[src/rtl/conv_pkg.sv]
// Shared state encoding and elaboration helpers for the convolution address sequencer.
package conv_pkg;

    localparam logic [2:0] S_IDLE  = 3'd0;
    localparam logic [2:0] S_FETCH = 3'd1;
    localparam logic [2:0] S_DRAIN = 3'd2;
    localparam logic [2:0] S_STORE = 3'd3;
    localparam logic [2:0] S_DONE  = 3'd4;

    // Bits needed to hold 0..value-1, never less than one.
    function automatic int clog2_w(input int value);
        int w = 1;
        while ((1 << w) < value) w++;
        return w;
    endfunction

    // Number of valid window positions along one axis; illegal geometry yields 1
    // so the dedicated parameter check reports it instead of a divide-by-zero.
    function automatic int out_dim(input int img, input int k, input int stride);
        if (stride < 1 || k < 1 || k > img) return 1;
        return (img - k) / stride + 1;
    endfunction

endpackage

[src/rtl/conv_win_counter.sv]
// Row-major 2-D counter over a ROWS x COLS grid; wraps to (0,0) after the last cell.
module conv_win_counter
    import conv_pkg::*;
#(
    parameter int ROWS = 1,
    parameter int COLS = 1
) (
    input  logic i_clk,
    input  logic i_rst_n,
    input  logic i_clear,
    input  logic i_inc,
    output logic o_col_last,
    output logic o_last
);

    localparam int RW = clog2_w(ROWS);
    localparam int CW = clog2_w(COLS);

    logic [RW-1:0] row;
    logic [CW-1:0] col;

    assign o_col_last = (col == CW'(COLS - 1));
    assign o_last     = o_col_last && (row == RW'(ROWS - 1));

    // NOTE: sequential state is written only with non-blocking assignments so every
    // register samples the pre-edge values of its neighbours.
    always_ff @(posedge i_clk) begin
        if (!i_rst_n || i_clear) begin
            row <= '0;
            col <= '0;
        end else if (i_inc) begin
            if (o_col_last) begin
                col <= '0;
                row <= o_last ? '0 : row + RW'(1);
            end else begin
                col <= col + CW'(1);
            end
        end
    end

endmodule

[src/rtl/conv_addr_sequencer.sv]
// Walks every output window of a feature map, issuing per-tap read addresses, a MAC
// drain wait and a handshaked output write per window.
module conv_addr_sequencer
    import conv_pkg::*;
#(
    parameter int IMG_W   = 8,
    parameter int IMG_H   = 8,
    parameter int K       = 3,
    parameter int STRIDE  = 1,
    parameter int ADDR_W  = 18,
    parameter int MAC_LAT = 2
) (
    input  logic              i_clk,
    input  logic              i_rst_n,
    input  logic              i_start,
    input  logic [ADDR_W-1:0] i_img_base,
    input  logic [ADDR_W-1:0] i_k_base,
    input  logic [ADDR_W-1:0] i_out_base,
    input  logic              i_out_ready,
    output logic [ADDR_W-1:0] o_img_addr,
    output logic [ADDR_W-1:0] o_k_addr,
    output logic              o_tap_valid,
    output logic              o_first_tap,
    output logic              o_last_tap,
    output logic [ADDR_W-1:0] o_out_addr,
    output logic              o_wr_en,
    output logic              o_busy,
    output logic              o_done
);

    localparam int OUT_W      = out_dim(IMG_W, K, STRIDE);
    localparam int OUT_H      = out_dim(IMG_H, K, STRIDE);
    localparam int KK         = K * K;
    localparam int DW         = clog2_w(MAC_LAT);
    localparam int DRAIN_LAST = (MAC_LAT > 0) ? MAC_LAT - 1 : 0;

    localparam logic [ADDR_W-1:0] ROW_STEP = ADDR_W'(STRIDE * IMG_W);
    localparam logic [ADDR_W-1:0] COL_STEP = ADDR_W'(STRIDE);
    localparam logic [ADDR_W-1:0] IMG_STEP = ADDR_W'(IMG_W);
    localparam logic [ADDR_W-1:0] K_SPAN   = ADDR_W'(KK - 1);

    if (K < 1 || STRIDE < 1 || K > IMG_W || K > IMG_H) begin : g_param_check
        $error("conv_addr_sequencer: K/STRIDE do not fit the image dimensions");
    end

    logic [2:0]        state;
    logic [DW-1:0]     drain_cnt;
    logic [ADDR_W-1:0] row_base;   // image address of window (orow, 0)
    logic [ADDR_W-1:0] win_base;   // image address of window (orow, ocol), tap (0,0)
    logic [ADDR_W-1:0] tap_row;    // image address of tap (kr, 0) in the current window
    logic [ADDR_W-1:0] k_base_r;
    logic [ADDR_W-1:0] k_last;
    logic [ADDR_W-1:0] out_ptr;
    logic [ADDR_W-1:0] next_win;

    logic start_ok, tap_col_last, tap_last, pos_col_last, pos_last, store_ok;

    assign start_ok = (state == S_IDLE) && i_start;
    assign store_ok = (state == S_STORE) && i_out_ready;
    assign next_win = pos_col_last ? row_base + ROW_STEP : win_base + COL_STEP;

    conv_win_counter #(.ROWS(K), .COLS(K)) u_tap_cnt (
        .i_clk      (i_clk),
        .i_rst_n    (i_rst_n),
        .i_clear    (start_ok),
        .i_inc      (state == S_FETCH),
        .o_col_last (tap_col_last),
        .o_last     (tap_last)
    );

    conv_win_counter #(.ROWS(OUT_H), .COLS(OUT_W)) u_pos_cnt (
        .i_clk      (i_clk),
        .i_rst_n    (i_rst_n),
        .i_clear    (start_ok),
        .i_inc      (store_ok),
        .o_col_last (pos_col_last),
        .o_last     (pos_last)
    );

    // Outputs are loaded on the edge that enters a state, so each strobe is a plain flop.
    always_ff @(posedge i_clk) begin
        if (!i_rst_n) begin
            state       <= S_IDLE;
            drain_cnt   <= '0;
            row_base    <= '0;
            win_base    <= '0;
            tap_row     <= '0;
            k_base_r    <= '0;
            k_last      <= '0;
            out_ptr     <= '0;
            o_img_addr  <= '0;
            o_k_addr    <= '0;
            o_tap_valid <= 1'b0;
            o_first_tap <= 1'b0;
            o_last_tap  <= 1'b0;
            o_out_addr  <= '0;
            o_wr_en     <= 1'b0;
            o_busy      <= 1'b0;
            o_done      <= 1'b0;
        end else begin
            o_done <= 1'b0;
            case (state)
                S_IDLE: begin
                    if (i_start) begin
                        state       <= S_FETCH;
                        row_base    <= i_img_base;
                        win_base    <= i_img_base;
                        tap_row     <= i_img_base;
                        k_base_r    <= i_k_base;
                        k_last      <= i_k_base + K_SPAN;
                        out_ptr     <= i_out_base;
                        o_busy      <= 1'b1;
                        o_tap_valid <= 1'b1;
                        o_first_tap <= 1'b1;
                        o_last_tap  <= (KK == 1);
                        o_img_addr  <= i_img_base;
                        o_k_addr    <= i_k_base;
                    end
                end
                S_FETCH: begin
                    o_first_tap <= 1'b0;
                    if (tap_last) begin
                        o_tap_valid <= 1'b0;
                        o_last_tap  <= 1'b0;
                        o_img_addr  <= '0;
                        o_k_addr    <= '0;
                        if (MAC_LAT == 0) begin
                            state      <= S_STORE;
                            o_wr_en    <= 1'b1;
                            o_out_addr <= out_ptr;
                        end else begin
                            state     <= S_DRAIN;
                            drain_cnt <= '0;
                        end
                    end else begin
                        o_k_addr   <= o_k_addr + ADDR_W'(1);
                        o_last_tap <= (o_k_addr + ADDR_W'(1)) == k_last;
                        if (tap_col_last) begin
                            tap_row    <= tap_row + IMG_STEP;
                            o_img_addr <= tap_row + IMG_STEP;
                        end else begin
                            o_img_addr <= o_img_addr + ADDR_W'(1);
                        end
                    end
                end
                S_DRAIN: begin
                    if (drain_cnt == DW'(DRAIN_LAST)) begin
                        state      <= S_STORE;
                        o_wr_en    <= 1'b1;
                        o_out_addr <= out_ptr;
                    end else begin
                        drain_cnt <= drain_cnt + DW'(1);
                    end
                end
                S_STORE: begin
                    if (i_out_ready) begin
                        o_wr_en    <= 1'b0;
                        o_out_addr <= '0;
                        if (pos_last) begin
                            state  <= S_DONE;
                            o_done <= 1'b1;
                        end else begin
                            state       <= S_FETCH;
                            out_ptr     <= out_ptr + ADDR_W'(1);
                            if (pos_col_last) row_base <= row_base + ROW_STEP;
                            win_base    <= next_win;
                            tap_row     <= next_win;
                            o_tap_valid <= 1'b1;
                            o_first_tap <= 1'b1;
                            o_last_tap  <= (KK == 1);
                            o_img_addr  <= next_win;
                            o_k_addr    <= k_base_r;
                        end
                    end
                end
                S_DONE: begin
                    state  <= S_IDLE;
                    o_busy <= 1'b0;
                end
                default: begin
                    state  <= S_IDLE;
                    o_busy <= 1'b0;
                end
            endcase
        end
    end

endmodule
[config.mk]
export PLATFORM = sky130hd
export DESIGN_NAME = conv_addr_sequencer
export DESIGN_NICKNAME = d
export VERILOG_FILES = /design/src/rtl/conv_pkg.sv /design/src/rtl/conv_win_counter.sv /design/src/rtl/conv_addr_sequencer.sv
export SDC_FILE = /design/constraint.sdc
export NUM_CORES = 1
export LEC_CHECK = 0
export ABC_AREA = 1
export CAP_MARGIN = 20
export CORE_ASPECT_RATIO = 1.25
export CORE_MARGIN = 5
export CORE_UTILIZATION = 55
export CTS_CLUSTER_SIZE = 30
export DETAILED_ROUTE_END_ITERATION = 8
export GPL_TIMING_DRIVEN = 0
export PLACE_DENSITY_LB_ADDON = 0.25
export SLEW_MARGIN = 40
export SYNTH_ARGS = -nofsm -noshare
export SYNTH_HDL_FRONTEND = slang
export SYNTH_SLANG_ARGS = --single-unit
[constraint.sdc]
create_clock -name i_clk -period 2 [get_ports i_clk]
set_input_delay 0.2 -clock i_clk [delete_from_list [all_inputs] [get_ports i_clk]]
set_output_delay 0.2 -clock i_clk [all_outputs]
set_load 0.005 [all_outputs]
==> results.yml <==
outcome:
  status: "complete, but fails checks"
  violations: "setup timing"
logic_synthesis:
  synthArstFlopShare_pct: 0
  yosys.area_share.simple_pct: 29.6
  synthFlopType: "dfxtp_1"
  ys_seq_elements: 179
  synth-seq-area-share_pct: 34.8
  syn_inst: 1532
  synth_area_leaders: "dfxtp_1, nand2_1, nand3_1"
  synthMuxAreaShare_pct: 0
  synth_top_family_by_area: "simple AND/OR/NAND/NOR gates"
  synth_xor_area_share_pct: 4.48
  synth_edf_count: 0
  synth_warnings: 0
  synth_fa_ha_area_share_pct: 1.09
  netlist_area_um2: 10300
  yosys.area.top_type: "dfxtp_1"
  synth_top_cell_area_share_pct: 34.8
  synth-compound-area-share_pct: 21.1
  syn-num-nets: 1599
  synth.distinct_cells: 56
  syn_area_per_cell_um2: 6.71
clock_network:
  root_buffer: "clkbuf_16"
  ctsHoldBuffers: 0
  clk-insertion-delay-late_ns: 0.45
  cts_tree: "done"
  clk_path_buf_depth: 2
  cts_max_level: 4
  path_clk_slew_ns: 0.07
  cts_buffers: 17
  clock-sinks: 179
power_and_ir_drop:
  p_per_area_nw_per_um2: 1390
  irDropWorstVdd_v: 0.000768
  leakage_nw: 5.25
  power_mw: 18.2
cells_and_area:
  multi_input_area_um2: 6190
  drive_gt1_share_pct: 14.3
  seq_area_um2: 3620
  design_area_um2: 13100
  num-fill-cells: 1585
  nets: 1763
  syn_to_final_growth_pct: 27.3
  diodes: 0
critical_path:
  setup.worst_path.start: "i_rst_n"
  critical_path_class: "in -> reg"
  crit_fanout: 10
  critPathLaunchType: "input port"
  worst_ep_arrival_time_ns: 2.35
  cp.required_ns: 2.30
  critPathCaptureType: "register"
  r2r_start: "tap_row[8]"
die:
  design.core.area_um2: 18600
  dieArea_um2: 21600
  initial_utilization_pct: 55.4
  rows: 56
  fp.dieW_um: 132
  ios: 118
  die_y_um: 163
placed_design:
  hpwl_um: 28600
  placed_area_um2: 11700
  io_buffers: 116
  post-place-ws_ns: -0.417
  gp_congestion: 0.989
sta:
  setup_slack_ns: -0.0557
  skew_ns: 0.00943
  worst_slew_pin_slew_ns: 0.886
  hold_viol: 0
  clock.fmax_mhz: 486
  slew_viol_final: 0
  slew_headroom_pct: 41.0
  period_share_pct: 103
  setup_tns_ns: -0.375
  rsz0062_at_grt: "true"
  whs_ns: 0.194
  timing.final.crit_period_ns: 2.06
  final-setup-viol-count: 10
detailed_routing:
  wl_um: 39700
  routedWlPerCell_um: 20.4
  drc: 0
  drtIter0Drc: 1518
  ant_nets: 0
  first_pass_iters: 6
  routed-via-count: 12000
  viasPerCell: 6.17
min_path:
  hp-class: "in -> reg"
  hold_start: "i_k_base[3]"
grt:
  antenna_found_initial: 0
  grt_max_degree: 19
  grt_pass1_vias: 11000
  grt_usage_pct: 34.9
  grt_first_pass_wirelength_um: 59800
  gr-total-overflow: 0
run:
  maxCapViolations: 0
timing repair:
item / 4_1_cts / 5_1_grt
gates resized for setup: 57 / 134
buffers inserted: 5 / 23
gates cloned: 1 / 0
pin swaps: 8 / 25
endpoints found under the setup margin: 117 / 167
per-stage QoR:
step | util (%) | std cells
4_1_cts | 67.5 | 1918
3_5_place_dp | 63.2 | 1880
2_1_floorplan | - | 1532
5_1_grt | 70.5 | 1941
6_report | 70.5 | 1941
3_3_place_gp | 63.2 | 1880
worst max-delay path: stages:
cell	delay, ns
clkdlybuf4s50_1	0.49
inv_2	0.18
buf_1	0.69
clkbuf_1	0.69
a21oi_1	0.09
area by class of cell:
class	instances	area share [%]
Clock buffer	17	3.25
Multi-Input combinational cell	1124	47.3
Timing Repair Buffer	144	10.5
Inverter	161	4.82
Buffer	69	3.01
Sequential cell	179	27.6
Tap cell	232	2.22
Clock inverter	15	1.28
flip-flops by register name (all words and copies together), names as in the netlist, 15 cells and up:
| signal | flops |
|---|---|
| k_base_r | 18 |
| k_last | 15 |
| o_img_addr | 18 |
| o_k_addr | 18 |
| o_out_addr | 18 |
| out_ptr | 18 |
| row_base | 18 |
| tap_row | 18 |
| win_base | 18 |
cell families (layout without fill, tap and decap cells):
group                      count (synthesis)  after routing
and+or+nand+nor                          692            693
AOI/OAI and AO/OA                        376            376
buffers and inverters                    230            406
DFF                                      179            179
xor gates and xnor gates                  46             46
adders and majority gates                  9              9
placed cells by master, fill, tap and decap left out, types with 23 or more instances in the layout:
master and n:
nor3_1 23, clkdlybuf4s50_1 115, a31oi_1 40, nand2_1 305, inv_1 142, o21ai_0 113
dfxtp_1 156, clkbuf_1 23, a21oi_1 118, xor2_1 26, nand3_1 119, nor2_1 136
buf_4 37, nand4_1 27
per-layer routing:
metal / routed length, um / up-vias / global-route usage (%)
met4: 2930 / 0 / 22.5
met5: 0 / - / 0
met3: 3710 / 188 / 6.46
met2: 18200 / 786 / 56.6
li1: - / 5529 / -
met1: 14900 / 5465 / 42.5
final timing paths:
path / end / slack (ns) / cells past startpoint
max reg2reg: o_img_addr[14] / 0.04 / 9
min: o_k_addr[3] / 0.19 / 3
min reg2reg: k_base_r[11] / 0.47 / 2
max: o_img_addr[14] / -0.06 / 5
Yosys cell counts, types with 3 or more instances:
cell         n
nand3_1    127
nand4_1     27
clkbuf_1    37
buf_4        4
o221ai_1     3
or2_2        7
o21ai_1     15
o21ai_0    118
a22oi_1      4
nor3_1      28
and3_1       3
ha_1         9
a31oi_1     40
nor2_1     154
xnor2_1     13
o21bai_1     4
a211oi_1    14
o211ai_1    14
buf_2       20
nor2_2       6
nor2_8       3
nand2_1    318
o22ai_1     14
o2111ai_1    5
inv_2       13
a221oi_1     7
xor2_1      29
buf_1        7
inv_1      146
a21oi_1    122
nand3b_1     3
dfxtp_1    179
nand2_2      4
power breakdown:
part           switching (mW)  internal [mW]
Sequential               1.52           4.80
Combinational            5.12           3.32
Clock                    1.69           1.79
Power figures use the tool's default switching activity.
==> edit: new RTL, same settings <==
Change the parameter `K` from 3 to 2.
--- a/src/rtl/conv_addr_sequencer.sv
+++ b/src/rtl/conv_addr_sequencer.sv
@@ -6,5 +6,5 @@
     parameter int IMG_W   = 8,
     parameter int IMG_H   = 8,
-    parameter int K       = 3,
+    parameter int K       = 2,
     parameter int STRIDE  = 1,
     parameter int ADDR_W  = 18,
Behaviour: not the same (Yosys sat finds a counterexample within 4 cycles, from zero or initial values and one cycle with i_rst_n low).
==> edit against the unedited design <==
- synthesized cell count rose by 2.0%
- final cell count rose by 0.93%
- highest routed layer unchanged
- cell area fell by 1.0%
- utilization fell by 0.99 points
- first-iteration DRC count fell by 3.8%
- sequential cell count rose by 1
- wire length fell by 3.7%
- synthesized area rose by 0.47%
- critical endpoint is now out_ptr[6]
- worst setup slack improved by 86 ps
- total power fell by 0.33%
==> edit: results (changes against the unedited design) <==
Power
  • Cell Int Power: 0.0100 W (was 0.00991 W)
  • Max VDD drop: 0.752 mV (was 0.768 mV)
  • Leak: 5.23 nW (was 5.25 nW)

Timing
  • Hold_ws: 232 ps (was 194 ps)
  • Clock skew: 11.3 ps (was 9.43 ps)
  • Sum Neg Setup Slack: 0 ps (was -375 ps)

Route
  • Vias/cell: 6.08 (was 6.17)
  • Routed met2 length: 17,900 um (was 18,200 um)
  • Drt wl/cell: 19.5 um (was 20.4 um)

Layout
  • # fillers: 1,581 (was 1,585)
  • Inverter count: 168 (was 161)
  • Area share of buffers outside the clock network: 0.129 (was 0.135)
  • Net count, final: 1,781 (was 1,763)
  • Multi-input gate share of total cell area: 0.471 (was 0.473)

Run status
  • Status: finished, final reports clean (was complete, but fails checks)

Yosys
  • Register area share after synthesis: 0.349 (was 0.348)
  • Fraction of the mapped netlist area in adder cells: 0.0109 (about the same)
  • Synth area leaders: dfxtp_1, nand2_1, nand3_1 (unchanged)
  • Compound-cell area share of the yosys netlist: 0.203 (was 0.211)
  • Post-Syn Instances: 1,563 (was 1,532)

Worst hold path
  • Worst Hold End: k_base_r[0] (was o_k_addr[3])

Place
  • Placed cell count: 1,911 (was 1,880)
  • DP HPWL: 28,000 um (was 28,600 um)
  • RD Place Congestion: 1.03 (was 0.989)
  • DP Area: 11,800 um^2 (was 11,700 um^2)

Global routing
  • GR Layer Usage met1: 0.399 (was 0.425)
  • GR Util met3: 0.0628 (was 0.0646)
  • First-pass GRT wire length: 59,000 um (was 59,800 um)

Worst setup path
  • Top delay family on crit path: simple AND/OR/NAND/NOR gates (was buffers and inverters)
  • WP data arrival: 2260 ps (was 2350 ps)

Floorplan
  • Core ar.: 18,600 um^2 (about the same)
-- edit: cell types whose count changed after synthesis, sizes merged, moves of 4 or more --
cell	before	now
o221ai	3	7
nand4	27	16
inv	159	165
nand3	129	133
o21ai	133	124
a21oi	122	111
xnor2	13	9
nand3b	3	7
nand2	324	367
nor3	29	33
a22oi	4	8
a41oi	2	6
a31oi	40	33
-- edit: how the worst max path moves through the flow --
| stage | to | slack (ps) | cells after the start |
|---|---|---|---|
| floorplan | o_last_tap | 260 | 13 |
| global placement | k_base_r[5] | -610 | 6 |
| detailed placement | k_base_r[6] | -630 | 6 |
| CTS | row_base[10] | 4 | 11 |
| global route | o_img_addr[6] | -60 | 11 |
| finish | out_ptr[6] | 30 | 11 |
-- edit: cells by family after synthesis --
| logic type | Yosys count |
|---|---|
| buffers and inverters | 239 |
| adders and majority gates | 9 |
| DFF | 180 |
| xor gates and xnor gates | 43 |
| and+or+nand+nor | 733 |
| AOI/OAI and AO/OA | 359 |
